==> config.mk <==
export PLATFORM = sky130hd
export DESIGN_NAME = rf_wr_arb
export DESIGN_NICKNAME = d
export VERILOG_FILES = /design/src/rtl/rf_pkg.sv /design/src/rtl/rf_wr_fifo.sv /design/src/rtl/rf_wr_arb.sv
export SDC_FILE = /design/constraint.sdc
export NUM_CORES = 1
export LEC_CHECK = 0
export CAP_MARGIN = 0
export CORE_ASPECT_RATIO = 0.9
export CORE_MARGIN = 2
export CORE_UTILIZATION = 48
export DETAILED_ROUTE_END_ITERATION = 8
export GPL_TIMING_DRIVEN = 0
export HOLD_SLACK_MARGIN = 0.06
export PLACE_DENSITY_LB_ADDON = 0.05
export SLEW_MARGIN = 40
export SYNTH_ARGS = -nofsm -noshare
export SYNTH_HDL_FRONTEND = slang
export SYNTH_HIERARCHICAL = 1
export SYNTH_SLANG_ARGS = --single-unit
==> constraint.sdc <==
create_clock -name clk -period 2.4 [get_ports clk]
set_input_delay 0.48 -clock clk [delete_from_list [all_inputs] [get_ports clk]]
set_output_delay 0.48 -clock clk [all_outputs]
set_load 0.1 [all_outputs]
==> src/rtl/rf_pkg.sv <==
// Shared register-file types: architectural widths and the queued write entry.
package rf_pkg;

  localparam int REG_AW = 5;
  localparam int DATA_W = 32;
  localparam logic [REG_AW-1:0] ZERO_REG = 5'd0;

  typedef struct packed {
    logic              live;
    logic [REG_AW-1:0] wn;
    logic [DATA_W-1:0] d;
  } rf_entry_t;

  // r0 is hardwired to zero, so it never carries a write or a hazard.
  function automatic logic is_arch_reg(input logic [REG_AW-1:0] wn);
    return wn != ZERO_REG;
  endfunction

endpackage

==> src/rtl/rf_wr_fifo.sv <==
// Queue of long-latency results waiting for the register-file write port.
// Live bits are per-entry control state and can be cleared by an external kill mask.
module rf_wr_fifo
  import rf_pkg::*;
#(
  parameter int DEPTH = 4,
  parameter int AW    = $clog2(DEPTH)
) (
  input  logic                          clk,
  input  logic                          rst,
  input  logic                          push,
  input  rf_entry_t                     push_entry,
  input  logic                          pop,
  input  logic [DEPTH-1:0]              kill,
  output rf_entry_t                     head,
  output logic [DEPTH-1:0]              live_vec,
  output logic [DEPTH-1:0][REG_AW-1:0]  wn_vec,
  output logic [AW:0]                   count
);

  logic [AW-1:0]     wr_ptr;
  logic [AW-1:0]     rd_ptr;
  logic [DEPTH-1:0]  live_q;
  logic [DEPTH-1:0]  live_next;
  logic [REG_AW-1:0] wn_mem [DEPTH];
  logic [DATA_W-1:0] d_mem  [DEPTH];

  // Popped slots are cleared so live_q alone marks pending writes; no occupancy mask needed.
  always_comb begin
    live_next = live_q & ~kill;
    if (pop)  live_next[rd_ptr] = 1'b0;
    if (push) live_next[wr_ptr] = push_entry.live;
  end

  always_ff @(posedge clk or negedge rst) begin
    if (!rst) begin
      wr_ptr <= '0;
      rd_ptr <= '0;
      count  <= '0;
      live_q <= '0;
    end else begin
      if (push) wr_ptr <= wr_ptr + 1'b1;
      if (pop)  rd_ptr <= rd_ptr + 1'b1;
      case ({push, pop})
        2'b10:   count <= count + 1'b1;
        2'b01:   count <= count - 1'b1;
        default: count <= count;
      endcase
      live_q <= live_next;
    end
  end

  // Payload storage carries no reset; live_q decides whether it matters.
  always_ff @(posedge clk) begin
    if (push) begin
      wn_mem[wr_ptr] <= push_entry.wn;
      d_mem[wr_ptr]  <= push_entry.d;
    end
  end

  always_comb begin
    for (int i = 0; i < DEPTH; i++) begin
      wn_vec[i] = wn_mem[i];
    end
  end

  assign live_vec = live_q;
  assign head = '{live: live_q[rd_ptr], wn: wn_mem[rd_ptr], d: d_mem[rd_ptr]};

endmodule

==> src/rtl/rf_wr_arb.sv <==
// Write-port arbiter: WB always wins, queued long-latency results fill idle cycles,
// later WB writes squash older queued writes to the same register.
module rf_wr_arb
  import rf_pkg::*;
#(
  parameter int DEPTH = 4,
  parameter int AW    = $clog2(DEPTH)
) (
  input  logic              clk,
  input  logic              rst,
  input  logic              wb_we,
  input  logic [REG_AW-1:0] wb_wn,
  input  logic [DATA_W-1:0] wb_d,
  input  logic              lt_valid,
  output logic              lt_ready,
  input  logic [REG_AW-1:0] lt_wn,
  input  logic [DATA_W-1:0] lt_d,
  input  logic [REG_AW-1:0] rna_q,
  input  logic [REG_AW-1:0] rnb_q,
  output logic              hz_a,
  output logic              hz_b,
  output logic              rf_we,
  output logic [REG_AW-1:0] rf_wn,
  output logic [DATA_W-1:0] rf_d,
  output logic              stall_o,
  output logic [AW:0]       count
);

  localparam logic [AW:0] FULL_CNT  = (AW+1)'(DEPTH);
  localparam logic [AW:0] STALL_CNT = (AW+1)'(DEPTH - 1);

  logic                         wb_write;
  logic                         head_valid;
  logic                         push;
  logic                         pop;
  rf_entry_t                    push_entry;
  rf_entry_t                    head;
  logic [DEPTH-1:0]             live_vec;
  logic [DEPTH-1:0]             kill;
  logic [DEPTH-1:0][REG_AW-1:0] wn_vec;

  function automatic logic pending_write(input logic [DEPTH-1:0]             live,
                                         input logic [DEPTH-1:0][REG_AW-1:0] wns,
                                         input logic [REG_AW-1:0]            rn);
    logic hit;
    hit = 1'b0;
    for (int i = 0; i < DEPTH; i++) begin
      if (live[i] && wns[i] == rn) hit = 1'b1;
    end
    return is_arch_reg(rn) & hit;
  endfunction

  assign wb_write   = wb_we & is_arch_reg(wb_wn);
  assign head_valid = (count != '0);
  assign lt_ready   = rst & (count != FULL_CNT);
  assign push       = lt_valid & lt_ready;
  assign stall_o    = (count >= STALL_CNT);

  // A result arriving alongside a WB write to the same register is already stale.
  assign push_entry = '{live: is_arch_reg(lt_wn) & ~(wb_write & (wb_wn == lt_wn)),
                        wn:   lt_wn,
                        d:    lt_d};

  always_comb begin
    for (int i = 0; i < DEPTH; i++) begin
      kill[i] = wb_write & (wn_vec[i] == wb_wn);
    end
  end

  // A dead head drains even while WB owns the port; a live head waits for a free cycle.
  assign pop = head_valid & (~head.live | ~wb_write);

  assign rf_we = rst & (wb_write | (head_valid & head.live));
  assign rf_wn = wb_write ? wb_wn : head.wn;
  assign rf_d  = wb_write ? wb_d  : head.d;

  assign hz_a = pending_write(live_vec, wn_vec, rna_q);
  assign hz_b = pending_write(live_vec, wn_vec, rnb_q);

  rf_wr_fifo #(
    .DEPTH (DEPTH),
    .AW    (AW)
  ) u_fifo (
    .clk        (clk),
    .rst        (rst),
    .push       (push),
    .push_entry (push_entry),
    .pop        (pop),
    .kill       (kill),
    .head       (head),
    .live_vec   (live_vec),
    .wn_vec     (wn_vec),
    .count      (count)
  );

endmodule
==> summary.txt, run 1 <==
Synthesis
  – Post-Synthesis Cell Area: 7410 sq um
  – Mean area per synthesized cell: 14.9 sq um
  – Count of yosys warnings during synthesis: 6
  – Post-synth net total: 594
  – Count of unique library cells instantiated by Yosys: 33
  – Share of async-settable or async-resettable flops after synthesis: 6.92%
  – Synthesized instance count: 496
  – Prevailing post-synth register cell: edfxtp_1
  – Synthesis-stage register bit count: 159
  – Most common cell in the netlist: edfxtp_1
  – Most area-hungry cell type in the Yosys netlist: edfxtp_1
  – Biggest area contributors in the synthesized netlist: edfxtp_1 (60%), mux4_2 (12%), nand2_1 (6.1%)
  – Proportion of synthesized chip area in sequential cells: 63.7%
  – Area share of the largest cell type after synthesis: 59.9%
  – Most instantiated cells after synthesis: edfxtp_1 (148), nand2_1 (121), xor2_1 (45), mux4_2 (38), xnor2_1 (25)
  – EDFF count, synth: 148

Timing
  – Max Transition Viols Final: 0
  – Slew at the pin closest to its max-slew limit: 0.676 ns
  – Share of the clock period used by the worst path: 105%
  – Number of hold violations in the final report: 0
  – Smallest hold slack: 0.168 ns
  – Post-layout minimum cycle time: 2.52 ns
  – Final setup margin: -0.124 ns
  – Final setup violation count: 39
  – Setup repair after global routing missed its margin: yes
  – Top achievable clock speed: 396 MHz
  – Post-Route Skew: 0.00635 ns
  – Worst slew slack as a fraction of its limit: 54.9%

Worst setup path
  – Req. time, crit path: 1.92 ns
  – Sort of element at the end of the critical path: output port
  – Arr. time, crit path: 2.04 ns
  – Most frequent cell on the critical path: buf_12
  – Reg2reg start: u_fifo/rd_ptr[0]
  – Maximum fanout encountered on the critical timing path: 10
  – Master of the slowest instance on the critical path: or4_4
  – Crit path kind: input pin to output port
  – Type of origin of the critical path: input pin
  – Flop2flop setup slack: 0.07 ns
  – R2R cell count: 7
  – Terminus of the critical flop-to-flop path: u_fifo/count[1]
  – Delay of the slowest critical-path stage: 0.54 ns
  – Ordered cell list for the critical path: buf_12 > or4_4 > o21ai_4 > buf_12 > inv_16 > buf_8 > nand2_2 > nand2_8 > buf_12

Outcome
  – Violated checks: setup timing
  – Run status: finished, violations left

Detailed routing
  – Routed vias/inst: 5.43
  – Average wire length per cell after detail routing: 20.6 microns
  – Via count of the routed design: 4833
  – Final Routed Wirelength: 18300 microns
  – DRT antenna net count: 0
  – Number of search-and-repair iterations in the first detailed-routing pass: 4
  – Detailed router's first-iteration violation count: 264
  – DRC Markers: 0

Power
  – Combinational group share of total power: 50.4%
  – Areal power density over the cells: 1130 nW/um^2
  – Internal power: 7.71 mW
  – Leakage power: 4.19 nW
  – Maximum vdd drop: 882 uV
  – Part of the power in the clock network: 21.0%
  – Register share of total power: 28.6%
  – Net Sw Frac: 39.7%
  – Net switching power of the design: 5.09 mW

Placed design
  – Worst setup slack before clock tree synthesis: -0.708 ns
  – Placement-stage cell area: 9240 sq um
  – Detailed placer's ending HPWL: 11100 microns
  – Gpl congestion: 0.876
  – Count of buffers inserted at the top-level ports: 117
  – Placed Cells: 815

Finish
  – Final std cells w/o fill: 890
  – Summed area of non-filler cells in the final layout: 11300 sq um
  – Utilization of the core after routing: 74.3%
  – Ant. Diodes: 0
  – Final net count: 773
  – P&R area growth vs syn: 53.1%
  – Fraction of final layout cells sized beyond drive strength 1: 44.8%

CTS
  – Clock transition at the registers of the reported paths: 0.06 ns
  – Maximum buffer depth of the clock tree: 2
  – Hold buffer count at cts: 0
  – Number of buffers created by CTS: 17
  – Maximum level of the CTS H-tree: 4
  – CTS sink count: 159
  – TritonCTS clock tree: yes
  – Worst-Skew Late Latency: 0.42 ns
  – Clock Tree Root: clkbuf_16

GRT
  – Maximum number of pins on one net before global-route repair: 40
  – Number of antenna violations at the first check in global routing: 0
  – Wire length of the first global-routing pass: 27400 microns
  – Total congestion overflow: 0
  – Global-route usage over all layers: 22.6%
  – Via count of the first global-routing pass: 4967

Hold path
  – Hold crit path type: input pin to asynchronous set/reset pin

Die
  – Core box area: 15300 sq um
  – Chip Height: 122 microns
  – DIE WIDTH: 135 microns
  – Initial core utilization: 48.5%
  – Ports: 133
  – Area of the die: 16500 sq um
  – Number of cell rows: 43

Run
  – # Max-Cap Violations: 0
-- cell usage in the layout (no fill, tap or decap), types with 3 or more instances in the layout --
| master | netlist | routed |
|---|---|---|
| clkdlybuf4s50_1 | 0 | 70 |
| buf_6 | 3 | 4 |
| buf_8 | 0 | 4 |
| ha_1 | 9 | 8 |
| nor4_1 | 13 | 10 |
| xnor2_1 | 25 | 25 |
| buf_12 | 4 | 50 |
| inv_8 | 0 | 3 |
| buf_2 | 5 | 7 |
| nand3_1 | 13 | 13 |
| clkbuf_1 | 11 | 10 |
| nand3b_1 | 4 | 4 |
| mux4_2 | 38 | 38 |
| nand2_8 | 0 | 27 |
| dfrtp_1 | 11 | 7 |
| clkbuf_16 | 0 | 20 |
| nand2_4 | 0 | 49 |
| nor4_2 | 0 | 3 |
| and2_4 | 0 | 5 |
| nand2_1 | 121 | 17 |
| edfxtp_1 | 148 | 148 |
| xor2_1 | 45 | 45 |
| nand2_2 | 0 | 28 |
| buf_4 | 7 | 38 |
| inv_1 | 5 | 4 |
| o21ai_0 | 6 | 6 |
| inv_6 | 0 | 6 |
-- worst max-delay path: cells and delay by family --
| kind | cells | cell delay, ns |
|---|---|---|
| AND/OR/NAND/NOR | 3 | 0.72 |
| buffers and inverters | 5 | 0.66 |
| AO/OA/AOI/OAI | 1 | 0.16 |
-- power by group through the flow --
stage	clock network (mW)	logic, mW	registers, mW
2_1_floorplan	0	3.95	3.83
3_3_place_gp	0	5.13	3.71
3_5_place_dp	0	4.95	3.73
4_1_cts	2.74	5.96	3.66
5_1_grt	2.85	6.75	3.69
6_report	2.69	6.46	3.66
-- cell type report --
type | instances | area (sq um)
inverters | 6 | 38.8
multi-input cells | 300 | 3410
flip-flops and latches | 159 | 4730
fillers | 940 | 3930
well taps | 202 | 253
plain buffers | 31 | 342
repair buffers | 160 | 1970
clock buffers | 17 | 425
clock inverters | 15 | 171
-- per-layer routing --
| metal | GRT usage, % | wire length (microns) | share of wire, % |
|---|---|---|---|
| met2 | 36.4 | 9030 | 49 |
| met1 | 31.6 | 7950 | 43 |
| met3 | 4.45 | 1060 | 5.8 |
| met5 | 0 | 0 | 0 |
| met4 | 6.77 | 274 | 1.5 |
-- repair_timing --
action                                  4_1_cts  5_1_grt
endpoints found under the setup margin      113       41
cloned                                        2        3
buffers inserted                             27       11
resized for setup                           208       90
pin swaps                                    26       22
-- metrics by stage --
| step | power [mW] | TNS [ns] |
|---|---|---|
| 2_1_floorplan | 7.79 | -0.739 |
| 3_3_place_gp | 8.84 | -118.03 |
| 3_5_place_dp | 8.68 | -90.88 |
| 4_1_cts | 12.3 | -4.27 |
| 5_1_grt | 13.3 | -5.88 |
| 6_report | 12.8 | -3.61 |
-- sequential cells by signal, summed over array words and instances, names as in the netlist --
register,cells
u_fifo/wr_ptr,2
u_fifo/rd_ptr,2
u_fifo/wn_mem,20
u_fifo/d_mem,128
u_fifo/count,3
u_fifo/live_vec,4
-- worst max-delay path by stage --
stage,startpoint,endpoint,slack [ns]
detailed placement,wb_wn[2],rf_d[0],-0.71
floorplan,wb_wn[3],u_fifo/count[1],-0.28
global placement,wb_wn[2],rf_d[0],-1.40
CTS,wb_wn[3],rf_d[24],-0.18
global route,u_fifo/rd_ptr[0],rf_d[7],-0.19
finish,wb_wn[3],rf_d[5],-0.12
-- logic make-up after synthesis --
family | after synthesis | synth area share [%]
compound gates | 14 | 1.27
xor+xnor | 70 | 8.27
fa+ha+maj | 10 | 1.79
buf+inv | 37 | 3.49
flops | 159 | 63.7
mux | 39 | 11.7
simple gates | 167 | 9.82
No activity file was read; power rests on OpenSTA's default activity.
==> inputs of run 2 (changes only) <==
CELL_PAD_IN_SITES_DETAIL_PLACEMENT = 0   (was unset)
CELL_PAD_IN_SITES_GLOBAL_PLACEMENT = 1   (was unset)
CORE_UTILIZATION = 44   (was 48)
clock period = 2.7 ns   (was 2.4 ns; I/O delays follow)
==> summary.txt, run 2 (synthesis results as in run 1) <==
Hold path
  – Hold crit path type: input pin to asynchronous set/reset pin

Die
  – Number of cell rows: 45 (+4.7%)
  – DIE WIDTH: 141 microns (+4.3%)
  – Ports: 133 (unchanged)
  – Core box area: 16700 sq um (+9.1%)
  – Chip Height: 127 microns (+4.3%)
  – Initial core utilization: 44.5% (-4.0 points)
  – Area of the die: 17900 sq um (+8.8%)

Timing
  – Number of hold violations in the final report: 0 (unchanged)
  – Setup repair after global routing missed its margin: yes
  – Post-layout minimum cycle time: 2.65 ns
  – Slew at the pin closest to its max-slew limit: 0.658 ns (-0.0189 ns)
  – Final setup margin: 0.0468 ns (+0.171 ns)
  – Max Transition Viols Final: 0 (unchanged)
  – Worst slew slack as a fraction of its limit: 56.2% (+1.3 points)
  – Final setup violation count: 0 (-100%)
  – Setup TNS after final layout: 0 ns (+3.61 ns)
  – Share of the clock period used by the worst path: 98.3%
  – Post-Route Skew: 0.00622 ns (-0.000127 ns)
  – Smallest hold slack: 0.236 ns (+0.0684 ns)
  – Top achievable clock speed: 377 MHz

Detailed routing
  – DRC Markers: 0 (unchanged)
  – Detailed router's first-iteration violation count: 206 (-22%)
  – Number of search-and-repair iterations in the first detailed-routing pass: 4 (unchanged)
  – Via count of the routed design: 4517 (-6.5%)
  – Average wire length per cell after detail routing: 19.5 microns (-5.4%)
  – Final Routed Wirelength: 16800 microns (-8.3%)
  – Routed vias/inst: 5.24 (-3.5%)
  – DRT antenna net count: 0 (unchanged)

Power
  – Maximum vdd drop: 626 uV (-29%)
  – Net Sw Frac: 40.3% (+0.51 points)
  – Internal power: 5.93 mW (-23%)
  – Areal power density over the cells: 1020 nW/um^2 (-9.5%)
  – Register share of total power: 33.0% (+4.4 points)
  – Part of the power in the clock network: 23.8% (+2.8 points)
  – Net switching power of the design: 3.99 mW (-22%)
  – Combinational group share of total power: 43.2% (-7.2 points)
  – Leakage power: 3.51 nW (-16%)

Finish
  – Flip-flop count of the largest register, all copies and words added: 128 (unchanged)
  – Ant. Diodes: 0 (unchanged)
  – Final net count: 736 (-4.8%)
  – Register ranked first by flip-flop count: u_fifo/d_mem
  – Commonest cells after routing, fill and taps aside: edfxtp_1 (148), nand2_1 (84), clkdlybuf4s50_1 (70)
  – Fraction of final layout cells sized beyond drive strength 1: 30.4% (-14 points)
  – P&R area growth vs syn: 31.0%
  – Most common library cell in the layout ignoring fill and taps: edfxtp_1

Worst setup path
  – Delay of the slowest critical-path stage: 0.54 ns (about the same)
  – Cell class contributing the biggest share of worst-path delay: simple AND/OR/NAND/NOR gates
  – Req. time, crit path: 2.16 ns (+0.24 ns)
  – Crit path kind: input pin to output port
  – Worst Path Buf+Inv: 4 (-1)
  – Type of origin of the critical path: input pin
  – Sort of element at the end of the critical path: output port
  – Ordered cell list for the critical path: buf_8 > or4_4 > o21ai_4 > buf_12 > buf_4 > nand2_1 > nand2_2 > buf_6
  – Arr. time, crit path: 2.11 ns (+0.07 ns)
  – Maximum fanout encountered on the critical timing path: 10 (unchanged)
  – Master of the slowest instance on the critical path: or4_4

Placed design
  – Worst setup slack before clock tree synthesis: -0.439 ns (+0.269 ns)
  – Count of buffers inserted at the top-level ports: 117 (unchanged)
  – Detailed placer's ending HPWL: 11200 microns (+0.78%)
  – Gpl congestion: 0.844 (-3.7%)

GRT
  – Wire length of the first global-routing pass: 26100 microns (-4.6%)
  – Via count of the first global-routing pass: 4741 (-4.6%)
  – Maximum number of pins on one net before global-route repair: 40 (unchanged)
  – Number of antenna violations at the first check in global routing: 0 (unchanged)
  – Total congestion overflow: 0 (unchanged)
  – Global-route usage over all layers: 19.6% (-3.0 points)

Outcome
  – Run status: finished, final reports clean

Run
  – # Max-Cap Violations: 0 (unchanged)

CTS
  – Maximum buffer depth of the clock tree: 2 (unchanged)
  – TritonCTS clock tree: yes
  – Clock Tree Root: clkbuf_16
  – Number of buffers created by CTS: 17 (unchanged)
  – Worst-Skew Late Latency: 0.42 ns (about the same)
  – Clock transition at the registers of the reported paths: 0.06 ns (about the same)
  – Maximum level of the CTS H-tree: 4 (unchanged)
  – CTS sink count: 159 (unchanged)
  – Hold buffer count at cts: 0 (unchanged)
-- run 2: cell count changes in the layout (fill, tap and decap cells not counted), moves of 3 or more --
cell       delta
nand2_8      -27
nand2_4      -49
buf_12       -44
buf_6        +29
nand2_2       +9
nand2_1      +67
clkbuf_16     -3
buf_4        -17
-- run 2: through the flow --
stage               total power [mW]  area (sq um)  utilization, %  std cells
floorplan                       6.60          7590               -        496
global placement                7.54          9030            54.2        824
detailed placement              7.40          8810            52.8        824
CTS                             9.92          9560            57.3        858
global route                    10.4          9710            58.3        862
finish                          9.92          9710            58.3        862
-- run 2: path summary, 6_finish.rpt --
path                                       start               end  slack (ns)  cells past startpoint
worst max-delay path                    wb_wn[3]          rf_d[31]        0.05                      8
max in group asynchronous                    rst   u_fifo/count[0]        2.00                      1
worst max register to register  u_fifo/rd_ptr[0]   u_fifo/count[1]        0.29                      7
worst min register to register  u_fifo/wr_ptr[0]  u_fifo/wr_ptr[0]        0.53                      1
min in group clk                u_fifo/wr_ptr[0]  u_fifo/wr_ptr[0]        0.53                      1
worst min-delay path                         rst  u_fifo/wr_ptr[0]        0.24                      1
-- run 2: per-layer routing --
metal | track usage (%) | up-vias | part of all wire (%)
met5 | 0 | - | 0
met4 | 5.76 | 0 | 1.3
met2 | 32.3 | 120 | 50
li1 | - | 2102 | -
met3 | 4.91 | 22 | 4.6
met1 | 26.2 | 2273 | 44
-- run 2: final cells by class --
class                           instances  area [sq um]
Inverter                                6          25.0
Multi-Input combinational cell        300          2610
Fill cell                            1353          6950
Buffer                                 31           263
Tap cell                              211           264
Clock buffer                           17           425
Timing Repair Buffer                  123          1230
Clock inverter                         15           171
Sequential cell                       159          4730
-- run 2: what timing repair did --
| item | CTS | global route |
|---|---|---|
| cloned | 0 | 0 |
| pin swaps | 1 | 0 |
| setup endpoints to repair | 41 | 27 |
| setup buffers | 2 | 4 |
| resized for setup | 51 | 33 |
-- run 2: power groups by stage --
stage	clock (mW)	sequential, mW	combinational, mW
floorplan	0	3.41	3.19
global placement	0	3.31	4.23
detailed placement	0	3.32	4.08
CTS	2.42	3.27	4.23
global route	2.51	3.30	4.53
finish	2.36	3.27	4.29
